`config.mk`:
```
export PLATFORM = sky130hd
export DESIGN_NAME = spi_route_ctrl
export DESIGN_NICKNAME = d
export VERILOG_FILES = /design/src/rtl/spi_route_ctrl.sv
export SDC_FILE = /design/constraint.sdc
export NUM_CORES = 1
export LEC_CHECK = 0
export ABC_AREA = 1
export CAP_MARGIN = 5
export CORE_MARGIN = 2
export CORE_UTILIZATION = 46
export DETAILED_ROUTE_END_ITERATION = 6
export HOLD_SLACK_MARGIN = 0.06
export PLACE_DENSITY_LB_ADDON = 0.1
export REMOVE_ABC_BUFFERS = 1
export SLEW_MARGIN = 20
export SYNTH_ARGS = -nofsm -noshare
export SYNTH_HDL_FRONTEND = slang
export SYNTH_SLANG_ARGS = --single-unit
```
`constraint.sdc`:
```
create_clock -name clk_i -period 2.7 [get_ports clk_i]
set_input_delay 0.675 -clock clk_i [delete_from_list [all_inputs] [get_ports clk_i]]
set_output_delay 0.675 -clock clk_i [all_outputs]
set_load 0.05 [all_outputs]
```
`src/rtl/spi_route_ctrl.sv`:
```
// Control-plane SPI slave (mode 0) decoding 2-byte command frames into the
// crossbar route-select and control registers, with ID/status readback.
module spi_route_ctrl #(
  parameter int unsigned SYNC_STAGES   = 2,
  parameter int unsigned ROUTE_W       = 3,
  parameter int unsigned MAX_ROUTE     = 5,
  parameter int unsigned DEFAULT_ROUTE = 0,
  parameter logic [7:0]  ID_BYTE       = 8'hC5
) (
  input  logic               clk_i,
  input  logic               n_rst_i,
  input  logic               spi_sclk_i,
  input  logic               spi_mosi_i,
  input  logic               spi_ssel_i,
  output logic               spi_miso_o,
  output logic               spi_miso_oe_o,
  output logic [ROUTE_W-1:0] route_o,
  output logic               route_valid_o,
  output logic [7:0]         ctrl_o,
  output logic               cmd_stb_o,
  output logic               frame_err_o
);

  localparam logic [7:0] CMD_WR_ROUTE = 8'h01;
  localparam logic [7:0] CMD_WR_CTRL  = 8'h02;
  localparam logic [7:0] CMD_RD_ID    = 8'h80;
  localparam logic [7:0] CMD_RD_STAT  = 8'h81;
  localparam logic [ROUTE_W-1:0] MAX_R = ROUTE_W'(MAX_ROUTE);
  localparam logic [ROUTE_W-1:0] DEF_R = ROUTE_W'(DEFAULT_ROUTE);

  typedef enum logic [2:0] {WAIT_IDLE, IDLE, CMD, DATA, APPLY, DONE} state_t;

  function automatic logic cmd_legal(input logic [7:0] c);
    return (c == CMD_WR_ROUTE) || (c == CMD_WR_CTRL) || (c == CMD_RD_ID) || (c == CMD_RD_STAT);
  endfunction

  function automatic logic cmd_is_read(input logic [7:0] c);
    return (c == CMD_RD_ID) || (c == CMD_RD_STAT);
  endfunction

  logic [SYNC_STAGES-1:0] sclk_sync, mosi_sync, ssel_sync;
  logic sclk_s, mosi_s, ssel_s, sclk_d, ssel_d;
  logic sclk_rise, sclk_fall, ssel_rise, ssel_fall;

  state_t       state, state_n;
  logic [3:0]   bit_cnt;
  logic [15:0]  frame_sr;
  logic [7:0]   next_cmd, status, load_val, miso_sr;
  logic [ROUTE_W-1:0] route_q;
  logic [7:0]   ctrl_q;
  logic         valid_q, err_sticky, stb_q, err_q, oe_q, rd_active, miso_hold;
  logic         do_shift, cnt_clr, miso_load, err_n, stb_n, sticky_clr;
  logic         wr_route, route_ok;

  // Input synchronisers and edge detector; data path only, no reset.
  always_ff @(posedge clk_i) begin
    sclk_sync <= {sclk_sync[SYNC_STAGES-2:0], spi_sclk_i};
    mosi_sync <= {mosi_sync[SYNC_STAGES-2:0], spi_mosi_i};
    ssel_sync <= {ssel_sync[SYNC_STAGES-2:0], spi_ssel_i};
    sclk_d    <= sclk_s;
    ssel_d    <= ssel_s;
  end

  assign sclk_s    = sclk_sync[SYNC_STAGES-1];
  assign mosi_s    = mosi_sync[SYNC_STAGES-1];
  assign ssel_s    = ssel_sync[SYNC_STAGES-1];
  assign sclk_rise = sclk_s & ~sclk_d;
  assign sclk_fall = ~sclk_s & sclk_d;
  assign ssel_rise = ssel_s & ~ssel_d;
  assign ssel_fall = ~ssel_s & ssel_d;

  assign next_cmd = {frame_sr[6:0], mosi_s};
  assign wr_route = (frame_sr[15:8] == CMD_WR_ROUTE);
  assign route_ok = (frame_sr[ROUTE_W-1:0] <= MAX_R);

  always_comb begin
    status = '0;
    status[ROUTE_W-1:0] = route_q;
    status[7] = valid_q;
    status[6] = err_sticky;
    load_val = (next_cmd == CMD_RD_STAT) ? status : ID_BYTE;
  end

  always_ff @(posedge clk_i) begin
    if (!n_rst_i) state <= WAIT_IDLE;
    else          state <= state_n;
  end

  // An ssel rise is checked before sclk so it wins a same-clk collision.
  always_comb begin
    state_n    = state;
    do_shift   = 1'b0;
    cnt_clr    = 1'b0;
    miso_load  = 1'b0;
    err_n      = 1'b0;
    stb_n      = 1'b0;
    sticky_clr = 1'b0;
    case (state)
      WAIT_IDLE: if (ssel_s) state_n = IDLE;
      IDLE: if (ssel_fall) begin
        state_n = CMD;
        cnt_clr = 1'b1;
      end
      CMD: begin
        if (ssel_rise) begin
          state_n = IDLE;
          err_n   = (bit_cnt != 4'd0);
        end else if (sclk_rise) begin
          do_shift = 1'b1;
          if (bit_cnt == 4'd7) begin
            if (cmd_legal(next_cmd)) begin
              state_n   = DATA;
              miso_load = cmd_is_read(next_cmd);
            end else begin
              state_n = DONE;
              err_n   = 1'b1;
            end
          end
        end
      end
      DATA: begin
        if (ssel_rise) begin
          state_n = IDLE;
          err_n   = (bit_cnt[2:0] != 3'd0);
        end else if (sclk_rise) begin
          do_shift = 1'b1;
          if (bit_cnt == 4'd15) state_n = APPLY;
        end
      end
      APPLY: begin
        state_n    = DONE;
        err_n      = wr_route & ~route_ok;
        stb_n      = (wr_route & route_ok) | (frame_sr[15:8] == CMD_WR_CTRL);
        sticky_clr = (frame_sr[15:8] == CMD_RD_STAT);
      end
      DONE: if (ssel_s) state_n = IDLE;
      default: state_n = WAIT_IDLE;
    endcase
  end

  always_ff @(posedge clk_i) begin
    if (!n_rst_i) begin
      bit_cnt    <= '0;
      route_q    <= DEF_R;
      valid_q    <= 1'b0;
      ctrl_q     <= '0;
      err_sticky <= 1'b0;
      stb_q      <= 1'b0;
      err_q      <= 1'b0;
      oe_q       <= 1'b0;
      rd_active  <= 1'b0;
    end else begin
      oe_q  <= ~ssel_s;
      stb_q <= stb_n;
      err_q <= err_n;
      if (cnt_clr)       bit_cnt <= '0;
      else if (do_shift) bit_cnt <= bit_cnt + 4'd1;
      if (stb_n && wr_route) begin
        route_q <= frame_sr[ROUTE_W-1:0];
        valid_q <= 1'b1;
      end
      if (stb_n && !wr_route) ctrl_q <= frame_sr[7:0];
      if (err_n)           err_sticky <= 1'b1;
      else if (sticky_clr) err_sticky <= 1'b0;
      rd_active <= miso_load | (rd_active & (state_n == DATA));
    end
  end

  // The first fall after loading holds the MSB so the master samples it on rise 9.
  always_ff @(posedge clk_i) begin
    if (do_shift) frame_sr <= {frame_sr[14:0], mosi_s};
    if (miso_load) begin
      miso_sr   <= load_val;
      miso_hold <= 1'b1;
    end else if (sclk_fall && rd_active) begin
      if (miso_hold) miso_hold <= 1'b0;
      else           miso_sr   <= {miso_sr[6:0], 1'b0};
    end
  end

  assign spi_miso_o    = rd_active & miso_sr[7];
  assign spi_miso_oe_o = oe_q;
  assign route_o       = route_q;
  assign route_valid_o = valid_q;
  assign ctrl_o        = ctrl_q;
  assign cmd_stb_o     = stb_q;
  assign frame_err_o   = err_q;

endmodule
```
Word-level counts from Yosys, hierarchy flattened
Cells that the tools add are included.
{"block": "word_totals", "register_bits": 57, "word_cells": 103}
{"block": "classes", "add_sub_neg": 1, "magnitude_cmp": 1, "eq_ne": 16, "n_mux": 34, "n_bitwise": 16, "reduce_logical": 17}
{"op": "8-bit two-way mux", "n": 4}
{"op": "3-bit two-way mux", "n": 9}
{"op": "8-bit == test (second input constant)", "n": 3}
{"op": "1-bit two-way mux", "n": 19}
{"op": "8-bit by 1-bit == test with 1-bit output (second input constant)", "n": 2}
{"op": "8-bit by 2-bit == test with 1-bit output (second input constant)", "n": 2}
{"op": "3-bit case mux with 5 select lines", "n": 1}
{"op": "3-bit by 2-bit == test with 1-bit output (second input constant)", "n": 3}
{"op": "1-bit AND", "n": 8}
{"op": "3-bit == test (second input constant)", "n": 2}
{"op": "1-bit inverter", "n": 6}
{"op": "2-bit OR reduction", "n": 3}
{"op": "4-bit by 1-bit adder with 4-bit output (second input constant)", "n": 1}
{"op": "4-bit by 3-bit == test with 1-bit output (second input constant)", "n": 1}
{"op": "4-bit == test (second input constant)", "n": 1}
{"op": "1-bit logical OR", "n": 4}
{"op": "2-bit nonzero test", "n": 2}
{"op": "4-bit nonzero test", "n": 1}
{"op": "3-bit by 1-bit == test with 1-bit output (second input constant)", "n": 1}
{"op": "3-bit <= comparator (second input constant)", "n": 1}
{"op": "1-bit logical AND", "n": 3}
{"op": "3-bit zero test", "n": 1}
{"op": "1-bit case mux with 3 select lines", "n": 1}
{"op": "3-bit nonzero test", "n": 1}
{"op": "4 further kinds", "n": 5}

Depth between registers and ports, before layout
{"block": "logic_depth", "word_depth": 12, "depth_mapped": 11, "ltp_nobuf": 11}

Worst setup path before layout
OpenSTA, ideal clock, no wires.
{"block": "synth_path", "kind": "register to register", "from": "register sclk_sync[1]", "to": "register miso_sr[0], enable pin", "t_arrival_ps": 1538, "setup_slack_ps": 778, "stages_incl_launch_ff": 7, "synth_period_minus_slack_ps": 1922, "path_cell_list": "dfxtp_1 inv_1 nor2_1 nand3_2 inv_2 nand4_2 o21ai_0"}
{"block": "synth_between", "elab_chain_cells": 6}
{"item": "start: declaration", "line": "41", "rtl": "logic [SYNC_STAGES-1:0] sclk_sync, mosi_sync, ssel_sync;"}
{"item": "start signal: assignment", "line": "57", "rtl": "sclk_sync <= {sclk_sync[SYNC_STAGES-2:0], spi_sclk_i};"}
{"item": "1-bit AND", "line": "67", "rtl": "assign sclk_rise = sclk_s & ~sclk_d;"}
{"item": "1-bit two-way mux", "line": "108", "rtl": "end else if (sclk_rise) begin"}
{"item": "1-bit two-way mux", "line": "105", "rtl": "if (ssel_rise) begin"}
{"item": "1-bit two-way mux", "line": "98", "rtl": "case (state)"}
{"item": "2-bit by 1-bit != test with 1-bit output (no line) / 2-bit nonzero test (equally long branches)"}
{"item": "2-bit AND reduction (no line) (*)"}
{"item": "end signal: assignment", "line": "173", "rtl": "miso_sr <= load_val;"}
{"item": "end signal: assignment", "line": "177", "rtl": "else miso_sr <= {miso_sr[6:0], 1'b0};"}
{"item": "end: declaration", "line": "48", "rtl": "logic [7:0] next_cmd, status, load_val, miso_sr;"}
Mark *: on every way between the ends. The rest lies on a longest branch, timed or not.
A chain may end at the register's enable or synchronous reset.

Worst setup path in the final report
{"block": "layout_path", "from": "register rd_active", "to": "output spi_miso_o"}
{"block": "layout_between", "elab_chain_cells": 1}
{"item": "start: declaration", "line": "51", "rtl": "logic valid_q, err_sticky, stb_q, err_q, oe_q, rd_active, miso_hold;"}
{"item": "start signal: assignment", "line": "165", "rtl": "rd_active <= miso_load | (rd_active & (state_n == DATA));"}
{"item": "1-bit AND", "line": "181", "rtl": "assign spi_miso_o = rd_active & miso_sr[7];"}
{"item": "end: declaration", "line": "15", "rtl": "output logic spi_miso_o,"}
No other way between the ends.

==> impl_metrics.py <==
metrics = {
    "clocking": {
        "post_cts_resized": 0,
        "cts_hold_buf": 0,
        "cts_root_buf": "clkbuf_8",
        "clock_latency_ns": 0.33,
        "post_cts_buffers": 0,
        "htreeDepth": 3,
        "cts_tree": "yes",
        "clk_path_buf_depth": 2,
        "cts.sinks": 57,
        "clkSlewWorstSetupHoldPaths_ns": 0.06,
        "numCtsBuffers": 9,
    },
    "final_layout": {
        "fillers": 437,
        "design_area_mm2": 0.00275,
        "area_growth_pct": 20.5,
        "antenna_cells": 0,
        "fin_nets": 277,
        "drive_gt1_share_pct": 11.6,
        "final_common_cell": "inv_1",
        "layout_common_cells": "inv_1, dfxtp_1, nor2_1, nand2_1, edfxtp_1",
    },
    "place": {
        "numPortBuffers": 20,
        "gp_congestion": 0.926,
        "hpwlAfterDp_um": 3030,
        "dpl_cell_area_mm2": 0.00257,
    },
    "floorplan": {
        "die_w_um": 74.5,
        "die-height_um": 74.5,
        "ios": 21,
        "initial_core_util_pct": 48.1,
        "die-area_mm2": 0.00555,
        "core_mm2": 0.00475,
        "rows": 25,
    },
    "logic_synthesis": {
        "ys_ff_latch": 57,
        "synthFlopType": "dfxtp_1",
        "netlist_area_mm2": 0.00229,
        "synth_cells": 239,
        "async_reset_ff_share_pct": 0,
        "synthDistinctLibCells": 30,
        "ys_warn_count": 0,
        "synth.avg_cell_area_um2": 9.56,
        "synth_largest_area_cell": "edfxtp_1",
        "synth_edf_count": 24,
        "synth_area_leaders": "edfxtp_1, dfxtp_1, inv_1",
        "synth.top_cell.area_share_pct": 31.5,
        "ys_seq_area_share_pct": 60.4,
    },
    "setup_path": {
        "cp.arrival_ns": 1.56,
        "crit_type": "flip-flop to output pin",
        "cp-start-kind": "flip-flop",
        "crit_required_ns": 2.03,
        "reg2reg_slack_ns": 0.76,
        "crit_fanout": 3,
        "endpoint_kind": "output pin",
    },
    "power": {
        "power.density_mw_per_mm2": 624,
        "leakagePower_nw": 1.13,
        "ir_drop_mv": 0.496,
    },
    "global_routing": {
        "grt_max_degree": 19,
        "grt_pass1_vias": 1534,
        "grt_usage_pct": 17.3,
        "antenna_found_initial": 0,
        "grt_overflow": 0,
        "grt_pass1_wl_um": 6970,
    },
    "route": {
        "wl_um": 4250,
        "dr_total_vias": 1632,
        "drtPass1Iterations": 4,
        "drc": 0,
        "ant_nets": 0,
        "vias_per_cell": 4.77,
        "drt_iter0_drc": 60,
        "detail_route.wl_per_cell_um": 12.4,
    },
    "sta": {
        "max-slew-margin-rel_pct": 56.1,
        "slew_viol_final": 0,
        "fin_crit_sh_pct": 82.9,
        "max_freq_ghz": 0.447,
        "finalSetupViolCount": 0,
        "rsz0062_at_grt": "no",
        "finalClockSkew_ns": 0.00823,
        "fin_crit_ns": 2.24,
        "worst_pin_slew_ns": 0.654,
        "hold_viol_final": 0,
        "fin_setup_tns_ns": 0,
    },
    "outcome": {
        "outcome": "finished, final reports clean",
    },
    "flow_run": {
        "cap_violations": 0,
    },
    "min_path": {
        "hp-class": "flip-flop to flip-flop",
    },
}
registers in the layout (all words and copies together), names as in the netlist:
register / count
frame_sr: 16
ctrl_o: 8
miso_sr: 8
bit_cnt: 4
route_o: 3
state: 3
mosi_sync: 2
sclk_sync: 2
ssel_sync: 2
cmd_stb_o: 1
err_sticky: 1
frame_err_o: 1
miso_hold: 1
rd_active: 1
route_valid_o: 1
sclk_d: 1
spi_miso_oe_o: 1
ssel_d: 1
report_power, final:
part	leakage, nW	internal, mW	switching, mW
Clock	0.0978	0.416	0.329
Sequential	0.470	0.905	0.0102
Combinational	0.562	0.0205	0.0371
stage by stage:
stage          setup slack, ns  power [mW]  util, %  std cells  hold slack (ns)
2_1_floorplan            0.778       0.968        -        237            0.310
3_3_place_gp             0.793       0.990     54.0        326            0.311
3_5_place_dp             0.752       0.991     54.0        326            0.313
4_1_cts                  0.442        1.73     57.9        342            0.327
5_1_grt                  0.331        1.78     57.9        342            0.333
6_report                 0.462        1.72     57.9        342            0.325
critical path: stages (launching register included):
cell and delay [ns]:
dfxtp_1 0.35, nand2_1 0.05, inv_1 0.05, clkdlybuf4s50_1 0.79
kinds of logic (layout without fill, tap and decap cells):
family                     after synthesis  after routing  synth area share [%]
adders and majority gates                2              2                  1.09
buffers and inverters                   39             75                  6.79
and+or+nand+nor                         98             98                  21.1
AOI/OAI and AO/OA                       43             43                  10.6
DFF                                     57             57                  60.4
cells in the mapped netlist (all sizes together), types with 3 or more instances:
library cell  instances
nand3b                3
edfxtp               24
nor3                  7
inv                  37
o21ai                21
nand3                19
a21oi                18
nand2                32
nor2                 32
dfxtp                33
nand4                 3
layer usage:
layer	track usage (%)	up-vias	wire length, um
li1	-	860	-
met1	23.5	739	2250
met3	5.83	8	152
met2	24.4	25	1760
met5	0	-	0
met4	8.93	0	85
worst paths after layout:
check,from,to,cells past startpoint
hold / removal,ssel_sync[0]$_DFF_P_,ssel_sync[1]$_DFF_P_,0
setup / recovery,rd_active$_SDFF_PN0_,spi_miso_o,3
setup reg to reg,sclk_sync[1]$_DFF_P_,miso_sr[4]$_SDFFCE_PP0P_,6
hold reg to reg,ssel_sync[0]$_DFF_P_,ssel_sync[1]$_DFF_P_,0
area by class of cell:
cell class | instances | area [um2] | share of cell area (%)
inverter | 37 | 139 | 5.04
clock inverter | 7 | 61.3 | 2.23
clock buffer | 9 | 124 | 4.50
multi-input combinational | 143 | 749 | 27.2
sequential | 57 | 1380 | 50.2
timing repair buffer | 22 | 215 | 7.81
tap | 67 | 83.8 | 3.04
No activity file was read; power rests on OpenSTA's default activity.
==> RTL edit, RTL diff (config.mk and constraints unchanged) <==
Register the output `frame_err_o` once more, cleared by the reset; this adds one clock of latency there. The other outputs are not delayed to match.
--- a/src/rtl/spi_route_ctrl.sv
+++ b/src/rtl/spi_route_ctrl.sv
@@ -186,3 +186,9 @@
   assign cmd_stb_o     = stb_q;
-  assign frame_err_o   = err_q;
+  always_ff @(posedge clk_i) begin
+    if (!n_rst_i) begin
+      frame_err_o <= '0;
+    end else begin
+      frame_err_o <= err_q;
+    end
+  end
 
Function: changed (a bounded check fails within 10 cycles, from zero or initial values and one cycle with n_rst_i low).
==> RTL edit against the original RTL <==
Fmax fell by 0.17%; synthesized area rose by 3.8%; sequential share of layout area shrank 0.18 points; non-clock buffer count down 1; total power decreased by 3.7%; setup slack worse by 0.0038 ns; global-route usage shrank 0.91 points; final area up 1.8%; wire length fell by 5.6%; register-to-register slack improved by 0.03 ns; sequential cell count rose by 1; combinational power rose by 10%; critical path type unchanged; critical endpoint unchanged; largest power group unchanged.
==> RTL edit: results <==
{
  "vias_per_cell": 4.65,
  "cts_buffers": 9,
  "hold_depth": 0,
  "clock_latency_ns": 0.33,
  "yosysSeqAreaShare": 0.590,
  "cpPeakStageDelay_ns": 0.79,
  "synthTopCellsByArea": "edfxtp_1 30%, dfxtp_1 29%, inv_1 6.5%",
  "top_register": "frame_sr",
  "reg2reg_to": "miso_sr[0]",
  "r2r_setup_slack_ns": 0.79,
  "hold-path-endpoint": "sclk_sync[1]",
  "drive_gt1_frac": 0.141,
  "grt_use_total": 0.163,
  "grt_max_degree": 20,
  "io_buffers": 20,
  "whs_ns": 0.327,
  "synth.distinct_cells": 29,
  "wl_um": 4010,
  "p_switching_uw": 367,
  "arrival_ns": 1.57,
  "antennaDiodeCount": 0,
  "hpwl_um": 2830,
  "clk_pin_slew_ns": 0.06,
  "cp-endpoint": "spi_miso_o",
  "placedCellCount": 337,
  "worst_pin_slew_ns": 0.637,
  "grt_pass1_wl_um": 6740,
  "async_flop_share": 0,
  "post_cts_buffers": 0,
  "synth_edf_count": 24,
  "grt_pass1_vias": 1563,
  "vdd_drop_max_uv": 318,
  "r2r_start": "bit_cnt[0]",
  "outcome": "finished, final reports clean",
  "hold_path_class": "reg2reg",
  "htreeDepth": 3,
  "skew_ns": 0.00804,
  "postSynthAreaPerCell_sq_um": 9.53,
  "synth_top_flop_cell": "dfxtp_1",
  "hold_start": "sclk_sync[0]",
  "synthTopCellsByCount": "41 x inv_1, 38 x nand2_1, 34 x dfxtp_1",
  "nNetsFinal": 285,
  "ys_warn_count": 0,
  "cts_root_buffer": "clkbuf_8",
  "crit_family": "buffers and inverters",
  "largest_reg_flops": 16,
  "drtIter0Drc": 75,
  "crit_fanout": 3,
  "placed_area_sq_um": 2640,
  "p_leak_nw": 1.12,
  "place_congestion": 0.806,
  "wire_per_inst_um": 11.4,
  "fill_cells": 459,
  "first_pass_iters": 4,
  "crit_path_start": "rd_active",
  "r2r_cells": 7,
  "cts.repair.resized": 0
}
RTL edit: cell count changes after synthesis, sizes merged, moves of 3 or more:
cell	before	now
a21oi	18	22
inv	37	46
nand2	32	40
nand3b	3	0
nor3	7	4
o21ai	21	16
RTL edit: kinds of logic (layout without fill, tap and decap cells):
| family | count (synthesis) | after routing | share of synthesized area |
|---|---|---|---|
| compound gates | 42 | 42 | 0.109 |
| fa+ha+maj | 2 | 2 | 0.0105 |
| buf+inv | 49 | 83 | 0.0838 |
| flops | 58 | 58 | 0.590 |
| simple gates | 98 | 98 | 0.207 |
RTL edit: final cells by class:
class	count	area share
Clock buffer	11	0.0504
Clock inverter	5	0.00714
Inverter	46	0.0616
Multi-Input combinational cell	142	0.276
Sequential cell	58	0.500
Tap cell	70	0.0312
Timing Repair Buffer	21	0.0741
RTL edit: per-stage QoR:
stage / setup WS [ns] / utilization / total power [mW]
5_1_grt: 0.366 / 0.556 / 1.73
6_report: 0.459 / 0.556 / 1.65
3_3_place_gp: 0.783 / 0.524 / 1.01
4_1_cts: 0.427 / 0.556 / 1.67
3_5_place_dp: 0.743 / 0.524 / 1.01
2_1_floorplan: 1.01 / - / 0.990
RTL edit: layer usage:
layer	global-route usage	up-vias	share of wire
met2	0.243	26	0.45
met4	0.0702	0	0.015
met3	0.0754	7	0.046
met5	0	-	0
met1	0.204	743	0.49
li1	-	867	-
RTL edit: power by group through the flow:
stage | clock network (mW) | logic, mW | registers, mW
floorplan | 0 | 0.0411 | 0.949
global placement | 0 | 0.0641 | 0.949
detailed placement | 0 | 0.0638 | 0.949
CTS | 0.681 | 0.0642 | 0.930
global route | 0.722 | 0.0736 | 0.931
finish | 0.659 | 0.0635 | 0.930
